**config.mk**
```make
export PLATFORM = sky130hd
export DESIGN_NAME = z80_uart_port
export DESIGN_NICKNAME = d
export VERILOG_FILES = /design/src/rtl/z80_uart_port.sv
export SDC_FILE = /design/constraint.sdc
export NUM_CORES = 1
export LEC_CHECK = 0
export ABC_AREA = 1
export CORE_ASPECT_RATIO = 0.6
export CORE_MARGIN = 2
export CORE_UTILIZATION = 55
export CTS_CLUSTER_SIZE = 8
export DETAILED_ROUTE_END_ITERATION = 7
export PLACE_DENSITY = 0.88
export SKIP_CTS_REPAIR_TIMING = 1
export SLEW_MARGIN = 20
export SYNTH_ARGS = -nofsm -noshare
export SYNTH_HDL_FRONTEND = slang
export SYNTH_SLANG_ARGS = --single-unit
```
**constraint.sdc**
```tcl
create_clock -name clk -period 1.85 [get_ports clk]
set_clock_uncertainty 0.1 [all_clocks]
set_input_delay 0.555 -clock clk [delete_from_list [all_inputs] [get_ports clk]]
set_output_delay 0.555 -clock clk [all_outputs]
set_load 0.05 [all_outputs]
```
**src/rtl/z80_uart_port.sv**
```systemverilog
// z80_uart_port: Z80 I/O-mapped 8N1 serial port (data + status registers).
//
// Ports:
//   clk      system / Z80 clock
//   reset    asynchronous active-low reset
//   iorq     Z80 /IORQ (active low), asynchronous to clk
//   rd, wr   Z80 /RD, /WR (active low), asynchronous to clk
//   A        Z80 address A[7:0]; assumed stable for the whole bus cycle
//   d_in     CPU data bus, input side
//   d_out    read data toward the CPU (0 when not being read)
//   d_oe     high while the top level must drive D with d_out
//   txd      serial transmit, idle high
//   rxd      serial receive, asynchronous
//   irq      high while a received byte is waiting (rx_full)
//   fsm_dbg  {tx_state, rx_state} for checkers and debug
//
// Status register: {4'b0, frame_err, overrun, ~hold_full, rx_full}.
//
// Bus handshake: there is no valid/ready pair here. A write is accepted once,
// on the first synchronised clk of /IORQ=/WR=0 at DATA_PORT, and is never
// back-pressured (a pending holding byte is silently replaced). A read is
// "consumed" on the synchronised rising edge of (/IORQ | /RD) at a matching
// port; that is when read side effects (flag clears) take place.
module z80_uart_port #(
  parameter int          CLK_DIV   = 16,
  parameter logic [7:0]  DATA_PORT = 8'hEF,
  parameter logic [7:0]  STAT_PORT = 8'hEE
) (
  input  logic       clk,
  input  logic       reset,
  input  logic       iorq,
  input  logic       rd,
  input  logic       wr,
  input  logic [7:0] A,
  input  logic [7:0] d_in,
  output logic [7:0] d_out,
  output logic       d_oe,
  output logic       txd,
  input  logic       rxd,
  output logic       irq,
  output logic [3:0] fsm_dbg
);

  localparam int TW = $clog2(CLK_DIV);
  localparam logic [TW-1:0] T_LAST = TW'(CLK_DIV - 1);
  localparam logic [TW-1:0] T_HALF = TW'(CLK_DIV / 2 - 1);

  typedef enum logic [1:0] {TX_IDLE, TX_START, TX_DATA, TX_STOP} tx_state_t;
  typedef enum logic [1:0] {RX_IDLE, RX_START, RX_DATA, RX_STOP} rx_state_t;

  // ---------------- synchronisers and bus events ----------------
  logic [1:0] iorq_sync, rd_sync, wr_sync, rxd_sync;
  logic       iorq_s, rd_s, wr_s, rxd_s;
  logic       wr_act, wr_act_q, bus_idle, bus_idle_q, rxd_q;
  logic       hit_data, hit_stat;
  logic       wr_ev, rd_end_data, rd_end_stat;

  assign iorq_s   = iorq_sync[1];
  assign rd_s     = rd_sync[1];
  assign wr_s     = wr_sync[1];
  assign rxd_s    = rxd_sync[1];
  assign hit_data = (A == DATA_PORT);
  assign hit_stat = (A == STAT_PORT);
  assign wr_act   = ~iorq_s & ~wr_s & hit_data;
  assign bus_idle = iorq_s | rd_s;

  assign wr_ev       = wr_act & ~wr_act_q;
  // A write cycle keeps /RD high, so (iorq|rd) only rises at the end of a read.
  assign rd_end_data = bus_idle & ~bus_idle_q & hit_data;
  assign rd_end_stat = bus_idle & ~bus_idle_q & hit_stat;

  always_ff @(posedge clk or negedge reset) begin
    if (!reset) begin
      iorq_sync  <= 2'b11;
      rd_sync    <= 2'b11;
      wr_sync    <= 2'b11;
      rxd_sync   <= 2'b11;
      wr_act_q   <= 1'b0;
      bus_idle_q <= 1'b1;
      rxd_q      <= 1'b1;
    end else begin
      iorq_sync  <= {iorq_sync[0], iorq};
      rd_sync    <= {rd_sync[0], rd};
      wr_sync    <= {wr_sync[0], wr};
      rxd_sync   <= {rxd_sync[0], rxd};
      wr_act_q   <= wr_act;
      bus_idle_q <= bus_idle;
      rxd_q      <= rxd_s;
    end
  end

  // ---------------- registers ----------------
  logic [7:0] hold_reg, tx_shift, rx_shift, rx_buf;
  logic       hold_full, rx_full, overrun, frame_err;

  // ---------------- read path ----------------
  always_comb begin
    d_oe  = reset & ~iorq & ~rd & (hit_data | hit_stat);
    d_out = 8'h00;
    if (d_oe) begin
      if (hit_data) d_out = rx_buf;
      else          d_out = {4'b0, frame_err, overrun, ~hold_full, rx_full};
    end
  end

  assign irq = rx_full;

  // ---------------- transmitter ----------------
  tx_state_t     tx_state, tx_next;
  logic [TW-1:0] tx_timer;
  logic [2:0]    tx_bit;
  logic          tx_tick, tx_load;

  assign tx_tick = (tx_timer == T_LAST);

  always_ff @(posedge clk or negedge reset) begin
    if (!reset) tx_state <= TX_IDLE;
    else        tx_state <= tx_next;
  end

  always_comb begin
    tx_next = tx_state;
    tx_load = 1'b0;
    case (tx_state)
      TX_IDLE:  if (hold_full) begin
                  tx_load = 1'b1;
                  tx_next = TX_START;
                end
      TX_START: if (tx_tick) tx_next = TX_DATA;
      TX_DATA:  if (tx_tick && tx_bit == 3'd7) tx_next = TX_STOP;
      TX_STOP:  if (tx_tick) begin
                  // Back-to-back frames skip IDLE entirely.
                  if (hold_full) begin
                    tx_load = 1'b1;
                    tx_next = TX_START;
                  end else begin
                    tx_next = TX_IDLE;
                  end
                end
      default:  tx_next = TX_IDLE;
    endcase
  end

  always_ff @(posedge clk or negedge reset) begin
    if (!reset) begin
      tx_timer  <= '0;
      tx_bit    <= 3'd0;
      tx_shift  <= 8'h00;
      hold_reg  <= 8'h00;
      hold_full <= 1'b0;
    end else begin
      if (tx_state == TX_IDLE || tx_next != tx_state || tx_tick) tx_timer <= '0;
      else                                                       tx_timer <= tx_timer + TW'(1);
      if (tx_state != TX_DATA) tx_bit <= 3'd0;
      else if (tx_tick)        tx_bit <= tx_bit + 3'd1;
      if (tx_load)                          tx_shift <= hold_reg;
      else if (tx_state == TX_DATA && tx_tick) tx_shift <= {1'b0, tx_shift[7:1]};
      // The load reads the old holding byte; a same-cycle write refills it.
      if (tx_load) hold_full <= 1'b0;
      if (wr_ev) begin
        hold_reg  <= d_in;
        hold_full <= 1'b1;
      end
    end
  end

  // Decoded from state so reset returns the line high without waiting on clk.
  always_comb begin
    case (tx_state)
      TX_START: txd = 1'b0;
      TX_DATA:  txd = tx_shift[0];
      default:  txd = 1'b1;
    endcase
  end

  // ---------------- receiver ----------------
  rx_state_t     rx_state, rx_next;
  logic [TW-1:0] rx_timer;
  logic [2:0]    rx_bit;
  logic          rx_tick, rx_half, rx_done;

  assign rx_tick = (rx_timer == T_LAST);
  assign rx_half = (rx_timer == T_HALF);

  always_ff @(posedge clk or negedge reset) begin
    if (!reset) rx_state <= RX_IDLE;
    else        rx_state <= rx_next;
  end

  always_comb begin
    rx_next = rx_state;
    rx_done = 1'b0;
    case (rx_state)
      RX_IDLE:  if (rxd_q && !rxd_s) rx_next = RX_START;
      // Mid-start re-check; from here on every sample is mid-bit.
      RX_START: if (rx_half) rx_next = rxd_s ? RX_IDLE : RX_DATA;
      RX_DATA:  if (rx_tick && rx_bit == 3'd7) rx_next = RX_STOP;
      RX_STOP:  if (rx_tick) begin
                  rx_done = 1'b1;
                  rx_next = RX_IDLE;
                end
      default:  rx_next = RX_IDLE;
    endcase
  end

  always_ff @(posedge clk or negedge reset) begin
    if (!reset) begin
      rx_timer  <= '0;
      rx_bit    <= 3'd0;
      rx_shift  <= 8'h00;
      rx_buf    <= 8'h00;
      rx_full   <= 1'b0;
      overrun   <= 1'b0;
      frame_err <= 1'b0;
    end else begin
      if (rx_state == RX_IDLE || rx_next != rx_state || rx_tick) rx_timer <= '0;
      else                                                       rx_timer <= rx_timer + TW'(1);
      if (rx_state != RX_DATA) rx_bit <= 3'd0;
      else if (rx_tick)        rx_bit <= rx_bit + 3'd1;
      if (rx_state == RX_DATA && rx_tick) rx_shift <= {rxd_s, rx_shift[7:1]};
      // Clears first so that a same-cycle set takes priority.
      if (rd_end_data) rx_full <= 1'b0;
      if (rd_end_stat) begin
        overrun   <= 1'b0;
        frame_err <= 1'b0;
      end
      if (rx_done) begin
        rx_buf  <= rx_shift;
        rx_full <= 1'b1;
        if (rx_full) overrun   <= 1'b1;
        if (!rxd_s)  frame_err <= 1'b1;
      end
    end
  end

  assign fsm_dbg = {tx_state, rx_state};

endmodule

```
== Word level (Yosys, flattened, before mapping) ==
Index checks and enable logic that the tools add are counted.

* Muxes and demuxes: 38
* Equality and inequality tests: 17
* Add/subtract/negate cells: 4
* Bitwise operators: 18
* Reductions and logical operators: 17

{| class="wikitable"
|+ Operators with widths
! operator !! number
|-
| two-way mux 8 bit || 4
|-
| two-way mux 2 bit || 9
|-
| == test 8 bit (second input constant) || 2
|-
| one-hot mux 2 bit (4 select lines) || 2
|-
| two-way mux 1 bit || 15
|-
| two-way mux 3 bit || 4
|-
| nonzero test 2 bit || 5
|-
| bitwise AND 1 bit || 9
|-
| adder 4 x 1 -> 4 bit (second input constant) || 2
|-
| == test 2 bit (second input constant) || 4
|-
| == test 4 bit (second input constant) || 2
|-
| two-way mux 4 bit || 2
|-
| inverter 1 bit || 7
|-
| adder 3 x 1 -> 3 bit (second input constant) || 2
|-
| == test 3 bit (second input constant) || 2
|-
| logical AND 1 bit || 5
|-
| == test 2 x 1 -> 1 bit (second input constant) || 2
|-
| == test 4 x 3 -> 1 bit (second input constant) || 1
|-
| zero test 2 bit || 2
|-
| logical OR 1 bit || 4
|-
| inequality test 2 bit || 2
|-
| inequality test 2 bit (second input constant) || 2
|-
| one-hot mux 1 bit (2 select lines) || 2
|-
| bitwise OR 1 bit || 2
|-
| zero test 1 bit || 1
|}

* Word-level logic and storage cells: 115
* Bits of input ports: 22
* Flip-flop bits (word level): 65

== Depth between registers and ports, before layout ==
* Depth in word-level cells: 8
* Depth in mapped cells: 11

== Least setup slack after synthesis ==
OpenSTA, ideal clock, no wires.

* Path kind: in2out
* From: input iorq
* To: output d_out[1]
* Path buffers: 0
* Setup slack: -2.163 ns
* Arrival time: 3.358 ns
* Cell stages on the path: 5
* Data required time: 1.195 ns
* Cells stage by stage: nor2_1 > nand2_1 > nor3_1 > inv_1 > a211oi_1

* Longest elaborated chain between the ends: 5

{| class="wikitable"
|+ Ends and longest elaborated chain
! element !! line !! source
|-
| from (decl) || 31 || <nowiki>input logic iorq,</nowiki>
|-
| inverter 1 bit || 98 || <nowiki>d_oe = reset & ~iorq & ~rd & (hit_data | hit_stat);</nowiki>
|-
| bitwise AND 1 bit (3 in series) || 98 ||
|-
| net d_oe || 37 || <nowiki>output logic d_oe,</nowiki>
|-
| two-way mux 8 bit || 100 || <nowiki>if (d_oe) begin</nowiki>
|-
| to (decl) || 36 || <nowiki>output logic [7:0] d_out,</nowiki>
|}

The timed path passes the listed nets, and every way through them passes these cells.

== Worst setup path in the final report ==
* From: input A[2]
* To: output d_out[1]

* Longest elaborated chain between the ends: 4
* Elaborated cells on any way between the ends: 6
* Classes of those cells: eq/ne: 2; mux: 2; bitwise: 2

{| class="wikitable"
|+ Ends and longest elaborated chain
! element !! line !! source
|-
| from (decl) || 34 || <nowiki>input logic [7:0] A,</nowiki>
|-
| == test 8 bit, on equally long branches || 62, 63 ||
|-
| bitwise OR 1 bit || 98 ||
|-
| bitwise AND 1 bit || 98 ||
|-
| two-way mux 8 bit (*) || 100 ||
|}

Mark *: on every way between the ends. The rest lies on a longest branch, timed or not.

==> impl_metrics.csv <==
group,metric,value,unit
cts,clk_pin_slew_worst_paths,70,ps
drt,num_vias,2625,
yosys,synth-seq-area-share,55.6,%
timing,finalHoldViolCount,0,
placement,dp_hpwl,4.51,mm
die,floorplan.initialDensity,57.7,%
timing,final_max_slew_viol_count,0,
die,die_x,98.5,um
yosys,synth_adder_area_share,4.25,%
global_route,grt_max_degree,66,
die,rows,20,
status,violations,"setup timing",
yosys,synth-xor-area-share,1.19,%
timing,max_freq,423,MHz
critical_path,r2r-start,"tx_state[1]",
yosys,synth.avg_cell_area,9.18,um2
cts,cts_made_buffers,9,
yosys,synth_edf_count,0,
die,coreArea,5100,um2
critical_path,arrival,1710,ps
drt,firstDrtPassIters,7,
critical_path,crit_start,"A[2]",
drt,routed_wl,8.02,mm
drt,via_per_inst,5.65,
yosys,synth.top_cells.by_area,"dfrtp_1 (47%), nand2_1 (9.6%), dfstp_2 (8.9%)",
global_route,grt_pass1_vias,2327,
power_and_ir_drop,peakVddDrop,0.685,mV
yosys,syn_inst,321,
drt,drc,0,
timing,finalSetupViolations,20,
cts,cts_buffer_depth,2,
yosys,synth_compound_area_share,10.6,%
global_route,grt_overflow_total,0,
global_route,grt_pass1_wl,10.7,mm
yosys,yosys.area.top_type_share,46.7,%
power_and_ir_drop,p_per_area,754,nW/um2
yosys,syn_nets,353,
timing,grt_setup_unrepaired,"yes",
placement,port_buffers,36,
yosys,synthFlopType,"dfrtp_1",
critical_path,path_buf_inv,3,
critical_path,crit_chain,"dlymetal6s2s_1 -> nand3_2 -> nor3_4 -> inv_2 -> a211oi_4 -> buf_12",
status,status,"finished, violations left",
finish,n_antenna_cell,0,
global_route,antenna_found_initial,0,
timing,fin_ws,-517,ps
finish,utilization,83.0,%
placement,gp_congestion,0.814,
finish,drive_gt1_share,31.8,%
yosys,async_flop_share,100,%
cts,cts-root-buf,"clkbuf_8",
die,die_area,5980,um2
finish,layout.nets,426,
die,die_h,60.7,um
cts,cts_tree,"yes",
drt,antenna_left,0,
drt,wl_per_cell,17.2,um
min_path,hold_path_class,"in -> reg",
timing,period_minus_slack,2370,ps
cts,cts.htree.levels,3,
min_path,whs_endpoint,"iorq_sync[0]",
timing,hold-worst-slack,196,ps
yosys,synthSimpleGateAreaFrac,21.4,%
timing,tightest_slew,807,ps
cts,clock_sinks,65,
yosys,ys.warnings.count,0,
yosys,syn_area,2950,um2
critical_path,end_kind,"output port",
drt,drt-initial-drc-count,314,
critical_path,cpPeakStageDelay,310,ps
min_path,min_from,"iorq",
timing,maxSlewHeadroom,46.2,%
min_path,min_path_cells,1,
critical_path,crit_slowest_cell,"nor3_4",
die,io_pins,37,
critical_path,reg2reg_to,"tx_shift[0]",
critical_path,critPathLaunchType,"primary input",
yosys,synth_top_family_by_area,"simple AND/OR/NAND/NOR gates",
yosys,synth_top_cell_by_area,"dfrtp_1",
flow_run,max-cap-violations,0,
finish,area_delta_synth_final,43.8,%
yosys,synth_seq_cells,65,
yosys,synth_cell_type_count,33,
yosys,synth.mux.area_fraction,0,%
power_and_ir_drop,power.leakage,2.07,nW
yosys,synth.most_common_cell,"nand2_1",
critical_path,rrSetupSlack,-10,ps
global_route,grt_use_total,23.3,%
critical_path,crit_required,1190,ps
timing,finalCritPeriodShare,128,%
critical_path,cp_top_family,"simple AND/OR/NAND/NOR gates",
critical_path,ff2ff_path_depth,10,
critical_path,worstPathMaxFanout,4,
timing,fin_tns_setup,-4250,ps
critical_path,criticalPathCategory,"in -> out",
yosys,synth.cells.most_frequent,"nand2_1 (75), dfrtp_1 (55), inv_1 (45)",
cts,insertion_delay,360,ps
[cell usage in the layout, fill, tap and decap left out, drive strengths merged, types with 5 or more instances in the layout]
| cell | count |
|---|---|
| clkdlybuf4s50 | 10 |
| buf | 46 |
| o21ai | 36 |
| nand2 | 78 |
| inv | 48 |
| a21oi | 9 |
| nor3 | 7 |
| dfstp | 10 |
| nor2 | 22 |
| dlymetal6s2s | 6 |
| dfrtp | 55 |
| clkbuf | 11 |
| nand3 | 29 |
| clkinv | 5 |
| ha | 10 |
[cell type report]
type	count	area [um2]
tap	66	82.6
timing repair buffer	63	744
multi-input combinational	206	1360
clock buffer	10	138
inverter	49	203
sequential	65	1640
clock inverter	6	66.3
fill	279	868
[per-layer routing]
layer / track usage [%] / share of wire, % / wire (um) / vias up
li1: - / - / - / 1192
met1: 31.9 / 42 / 3330 / 1276
met2: 36.8 / 48 / 3880 / 132
met3: 7.72 / 7.7 / 619 / 25
met4: 6.46 / 2.3 / 187 / 0
met5: 0 / 0 / 0 / -
[worst max path at each step]
stage | end | slack (ps) | depth (start not counted)
after floorplan | d_out[1] | -710 | 6
after global placement | d_out[0] | -890 | 10
after detailed placement | d_out[0] | -1000 | 10
after CTS | d_out[0] | -1010 | 10
after global routing | d_out[1] | -570 | 6
final | d_out[1] | -520 | 6
[report_power, final]
group / switching (mW) / leakage [nW] / internal [mW]
Clock: 0.602 / 0.107 / 0.663
Combinational: 0.205 / 1.13 / 0.165
Sequential: 0.0616 / 0.836 / 1.50
[metrics by stage]
step / instances / setup slack, ps / total power, mW / instance area, um2
CTS: 448 / -1010 / 3.17 / 3930
global route: 465 / -572 / 3.31 / 4240
detailed placement: 432 / -1000 / 1.94 / 3730
finish: 465 / -517 / 3.19 / 4240
floorplan: 321 / -709 / 1.77 / 3070
global placement: 432 / -890 / 1.92 / 3730
[cells by family (layout without fill, tap and decap cells)]
family	after synthesis	count (layout)
AOI/OAI and AO/OA	55	55
xor gates and xnor gates	4	4
adders and majority gates	10	10
buffers and inverters	52	128
DFF	65	65
and+or+nand+nor	135	137
No activity file was read; power rests on OpenSTA's default activity.
